--- config.mk ---
export PLATFORM = sky130hd
export DESIGN_NAME = bist_misr_compactor
export DESIGN_NICKNAME = d
export VERILOG_FILES = /design/src/rtl/bist_misr_compactor.sv
export SDC_FILE = /design/constraint.sdc
export NUM_CORES = 1
export LEC_CHECK = 0
export ABC_AREA = 1
export BUFFER_PORTS_ARGS = -buffer_cell sky130_fd_sc_hd__buf_2
export CORE_ASPECT_RATIO = 1.25
export CORE_MARGIN = 2
export CORE_UTILIZATION = 55
export DETAILED_ROUTE_END_ITERATION = 7
export GPL_ROUTABILITY_DRIVEN = 1
export PLACE_DENSITY = 0.79
export SLEW_MARGIN = 20
export SYNTH_ARGS = -nofsm -noshare
export SYNTH_HDL_FRONTEND = slang
export SYNTH_SLANG_ARGS = --single-unit
--- constraint.sdc ---
create_clock -name clk -period 2.3 [get_ports clk]
set_input_delay 0.23 -clock clk [delete_from_list [all_inputs] [get_ports clk]]
set_output_delay 0.23 -clock clk [all_outputs]
set_load 0.05 [all_outputs]
--- src/rtl/bist_misr_compactor.sv ---
// BIST signature compactor: folds a 4-bit FSM result stream into a MISR
// over a programmed window and compares the final signature with a golden value.
module bist_misr_compactor #(
  parameter int unsigned       SIG_W = 16,
  parameter logic [SIG_W-1:0]  POLY  = 16'h1021,
  parameter logic [SIG_W-1:0]  SEED  = 16'hFFFF,
  parameter int unsigned       CNT_W = 8,
  parameter int unsigned       LAT   = 1
) (
  input  logic             clk,
  input  logic             rst_n,
  input  logic             start,
  input  logic             abort,
  input  logic [CNT_W-1:0] num_cycles,
  input  logic [SIG_W-1:0] golden,
  input  logic [3:0]       result_in,
  output logic             busy,
  output logic             done,
  output logic             pass,
  output logic [SIG_W-1:0] signature
);

  typedef enum logic [1:0] {
    IDLE,
    SKIP,
    CAPTURE,
    DONE
  } state_e;

  localparam logic [2:0] LAT_V = 3'(LAT);

  state_e           state_q, state_d;
  logic [SIG_W-1:0] sig_q, sig_d;
  logic [SIG_W-1:0] golden_q, golden_d;
  logic [SIG_W-1:0] sig_next;
  logic [CNT_W-1:0] cnt_q, cnt_d;
  logic [2:0]       skip_q, skip_d;
  logic             busy_q, busy_d;
  logic             done_q, done_d;
  logic             pass_q, pass_d;

  always_comb begin
    sig_next = {sig_q[SIG_W-2:0], 1'b0}
             ^ (sig_q[SIG_W-1] ? POLY : '0)
             ^ SIG_W'(result_in);
  end

  always_comb begin
    state_d  = state_q;
    sig_d    = sig_q;
    golden_d = golden_q;
    cnt_d    = cnt_q;
    skip_d   = skip_q;
    pass_d   = pass_q;

    if (abort) begin
      // Abort wins over start; the signature is left frozen for inspection.
      state_d = IDLE;
      pass_d  = 1'b0;
    end else begin
      case (state_q)
        IDLE, DONE: begin
          if (start) begin
            sig_d    = SEED;
            golden_d = golden;
            cnt_d    = num_cycles;
            pass_d   = 1'b0;
            if (LAT > 0) begin
              state_d = SKIP;
              skip_d  = LAT_V;
            end else if (num_cycles == '0) begin
              state_d = DONE;
              pass_d  = (SEED == golden);
            end else begin
              state_d = CAPTURE;
            end
          end
        end
        SKIP: begin
          if (skip_q <= 3'd1) begin
            skip_d = '0;
            if (cnt_q == '0) begin
              state_d = DONE;
              pass_d  = (sig_q == golden_q);
            end else begin
              state_d = CAPTURE;
            end
          end else begin
            skip_d = skip_q - 3'd1;
          end
        end
        CAPTURE: begin
          sig_d = sig_next;
          if (cnt_q != '0) begin
            cnt_d = cnt_q - CNT_W'(1);
          end
          // Last sample is absorbed on the same edge that enters DONE.
          if (cnt_q <= CNT_W'(1)) begin
            state_d = DONE;
            pass_d  = (sig_next == golden_q);
          end
        end
        default: state_d = IDLE;
      endcase
    end

    busy_d = (state_d == SKIP) || (state_d == CAPTURE);
    done_d = (state_d == DONE);
  end

  always_ff @(posedge clk) begin
    if (!rst_n) begin
      state_q  <= IDLE;
      sig_q    <= SEED;
      golden_q <= '0;
      cnt_q    <= '0;
      skip_q   <= '0;
      busy_q   <= 1'b0;
      done_q   <= 1'b0;
      pass_q   <= 1'b0;
    end else begin
      state_q  <= state_d;
      sig_q    <= sig_d;
      golden_q <= golden_d;
      cnt_q    <= cnt_d;
      skip_q   <= skip_d;
      busy_q   <= busy_d;
      done_q   <= done_d;
      pass_q   <= pass_d;
    end
  end

  assign busy      = busy_q;
  assign done      = done_q;
  assign pass      = pass_q;
  assign signature = sig_q;

endmodule

# Yosys cells after proc, flatten, opt, wreduce, memory -nomap -nowiden
# Index checks and enable logic that the tools add are counted.
# Widths: inputs -> output; s select.
# word_totals
register_bits	48
in_bits	32
output_inout_bits	19
# classes
add_sub_neg	2
n_lt_le_gt_ge	2
n_eq_ne	13
n_mux	20
bitwise_logic	4
n_reduce_logical	13
# ops
op	n
$eq 16x16->1	2
$pmux 16 s2	1
$mux 16	1
$mux 8	2
$pmux 8 s2	1
$xor 16x13->16	1
$xor 16x4->16	1
$mux 13	1
$ne 2x2->1 const B	5
$reduce_and 3->1	3
$eq 2x2->1 const B	4
$le 8x1->1 const B	1
$logic_not 8->1	1
$mux 2	4
$reduce_and 4->1	2
$reduce_bool 8->1	1
$sub 8x1->8 const B	1
$mux 3	2
$pmux 2 s3	1
$pmux 3 s2	1
$mux 1	5
$eq 2x1->1 const B	2
$reduce_bool 2->1	2
$reduce_or 2->1	2
6 further kinds	7

# Logic depth before layout (Yosys ltp)
# logic_depth
word_depth	7
depth_mapped	13
mapped_depth_nobuf	13

# Worst setup path after synthesis
# No wires, ideal clock.
# synth_timing
path_kind	reg2reg
start	register cnt_q[0]
end	register busy_q (netlist: busy)
setup_time_ns	0.109
arrival_ns	1.656
setup_slack_ns	0.534
stages_incl_launch_ff	13
path_buffers	0
synth_period_minus_slack_ns	1.766
path_cell_list	dfxtp_1 -> inv_1 -> ha_1 -> or2_2 -> nand3_1 -> a21oi_1 -> nor2_1 -> nand2_1 -> nand3_1 -> inv_1 -> ha_1 -> nand2_1 -> inv_1
# synth_via
elab_chain_cells	7
# synth_lines
element	line	source
start: declaration	36	logic [CNT_W-1:0] cnt_q, cnt_d;
start signal: assignment	125	cnt_q <= cnt_d;
parallel branches: the longest is 3 deep, another holds $le 8x1->1	--	
$pmux 2 s3 (*)	61	case (state_q)
$mux 2 (*)	56	if (abort) begin
named net state_d[0]	32	state_e state_q, state_d;
$eq 2x1->1 or $eq 2x2->1 (tied branches)	107	busy_d = (state_d == SKIP) || (state_d == CAPTURE);
$logic_or 1x1->1 (*)	107	
named net busy_d	38	logic busy_q, busy_d;
end signal: assignment	127	busy_q <= busy_d;
end: declaration	38	
# Mark *: on every way through the listed nets, which the timed path passes.
# A chain may end at the register's enable or synchronous reset.

# Final worst setup path
# Same ends and word-level chain as after synthesis.

==> results.yml <==
die:
  die_height_um: 82.8
  ios: 51
  die_w_um: 67.1
  initial_core_util_pct: 57.4
  die_area_um2: 5550
  rows: 28
  coreArea_um2: 4760
layout:
  final_common_cell: "nand2_1"
  antenna_cells: 0
  drive_gt1_share_pct: 15.8
  final_cell_mix: "nand2_1, inv_1, buf_2"
  fin_area_um2: 3080
  final_nets: 502
  fin_cells: 521
  area_growth_pct: 12.6
yosys:
  syn-cell-area_um2: 2730
  ys_ff_latch: 48
  synth_top_cell_by_area: "dfxtp_1"
  synth_warnings: 0
  synth_cell_types: 31
  synth_nets: 458
  netlist.area_leader.share_pct: 35.1
  synth_cells: 417
  synth.area.top_cells: "dfxtp_1, nand2_1, inv_1, o21ai_0, nand3_1"
  syn-mean-instance-area_um2: 6.56
  yosysSeqAreaShare_pct: 35.1
critical_path:
  reg2reg_depth: 12
  worstSetupPathType: "reg2reg"
  cp.arrival_ns: 2.22
  crit_path_start_kind: "register"
  r2r_start: "cnt_q[0]$_SDFFE_PN0P_"
  r2r_slack_ns: 0.29
  end_kind: "register"
  cp-startpoint: "cnt_q[0]$_SDFFE_PN0P_"
  path_max_fanout: 5
  crit_required_ns: 2.51
cts:
  worstSkewPairLatency_ns: 0.30
  cts_tree: "yes"
  clockBufferDepth: 2
  cts_inserted_buffers: 5
  clkTransAtPathRegs_ns: 0.09
  cts_max_level: 2
  root_buffer: "clkbuf_8"
  postCtsHoldBufs: 0
  clkSinkCount: 48
min_path:
  hold_class: "in2reg"
  hold_path.startpoint: "golden[11]"
  hold_depth: 3
drt:
  antenna_left: 0
  firstDrtPassIters: 4
  drt_iter0_drc: 157
  drc: 0
  wl_per_cell_um: 12.4
  avgViaCountPerCell: 5.29
  vias: 2754
  wl_um: 6460
sta:
  finalCritPeriodShare_pct: 87.5
  fin_skew_ns: 0.00365
  setup_viol: 0
  min_period_ns: 2.01
  rsz0062_at_grt: "false"
  drv_slew: 0
  slew_headroom_pct: 59.5
  hold_viol_final: 0
  clock.fmax_ghz: 0.497
  tns_ns: 0
  tightest_slew_ns: 0.607
place:
  dp.cells: 513
  hpwl_um: 4630
  placed_area_um2: 2970
  port_buffers: 50
  gp_congestion: 0.803
status:
  status: "completed"
global_route:
  gr-usage-met2_pct: 44.0
  grt_util_met1_pct: 29.9
  grt_start_max_net_pins: 38
  gr-usage-all-layers_pct: 25.4
  grt_pass1_vias: 2636
  grt_pass1_wl_um: 11300
  grtUsageMet3_pct: 4.07
  grt_most_used_layer: "met2"
  antenna_found_initial: 0
  grt_remaining_overflow: 0
pwr:
  leakagePower_nw: 1.56
  total_power_mw: 1.92
  cellPowerDensity_nw_per_um2: 623
  ir_drop_mv: 0.374
job:
  drv_cap: 0
==> timing repair <==
action | 4_1_cts | 5_1_grt
setup buffers | 0 | 1
endpoints found under the setup margin | 0 | 2
gates resized for setup | 0 | 1
==> stage by stage <==
| stage | hold slack, ns | setup slack [ns] | utilization (%) |
|---|---|---|---|
| global route | 0.183 | 0.0744 | 64.6 |
| floorplan | 0.391 | 0.534 | - |
| detailed placement | 0.455 | 0.244 | 62.3 |
| finish | 0.175 | 0.287 | 64.6 |
| global placement | 0.456 | 0.332 | 62.3 |
| CTS | 0.173 | 0.220 | 64.4 |
==> power by group <==
group,switching (mW),total [mW],internal [mW]
clock network,0.286,0.555,0.269
registers,0.0453,0.932,0.887
logic,0.287,0.431,0.144
total,0.618,1.92,1.30
==> layer usage <==
layer  share of wire [%]  vias to the layer above
li1                    -                     1424
met1                  42                     1245
met2                  51                       67
met3                 3.6                       18
met4                 3.1                        0
met5                   0                        -
==> cell type report <==
cell class                      count  area, µm²
Sequential cell                    48        961
Timing Repair Buffer               54        280
Clock buffer                        7       96.3
Fill cell                         472       1690
Inverter                           56        214
Tap cell                           60       75.1
Multi-Input combinational cell    296       1450
==> final timing paths <==
path,endpoint
setup / recovery,busy$_SDFF_PN0_
hold / removal,golden_q[11]$_SDFFE_PN0P_
setup reg to reg,busy$_SDFF_PN0_
hold reg to reg,pass$_SDFFE_PP0P_
==> synth_stat cells <==
cell,number
ha_1,9
clkbuf_1,9
nor2_1,29
a21oi_1,29
a31oi_1,3
nand2_2,1
o21bai_1,1
a22oi_1,1
o21ai_0,36
nor3_2,1
a21boi_0,1
inv_2,3
or2_2,3
o211ai_1,10
inv_1,53
nand3b_1,3
buf_4,2
a221oi_1,1
buf_6,1
o22ai_1,1
xor2_1,4
clkbuf_8,3
nor2_2,1
or2_4,1
o21ai_4,1
nand3_1,35
dfxtp_1,48
nand2_1,121
buf_2,2
nor3_1,2
o21ai_1,2
==> sequential cells by signal, summed over array words and instances (netlist names) <==
signal,cells
skip_q,3
signature,16
busy,1
state_q,2
golden_q,16
done,1
pass,1
cnt_q,8
==> cell families after synthesis <==
family | Yosys count | synth area share (%)
AND/OR/NAND/NOR | 197 | 30.0
AO/OA/AOI/OAI | 86 | 17.7
buffers and inverters | 73 | 11.8
flip-flops | 48 | 35.1
adder cells (fa/ha/maj) | 9 | 4.12
XOR/XNOR | 4 | 1.28
==> critical path: stages (launching register included) <==
cell and delay, ns:
dfxtp_1 0.38, inv_1 0.11, ha_1 0.25, or2_2 0.28
nand3_1 0.11, a21oi_1 0.07, nor2_1 0.13, nand2_1 0.05
nand3_1 0.10, inv_1 0.05, ha_1 0.28, nand2_1 0.07
inv_1 0.04
No activity file was read; power rests on OpenSTA's default activity.
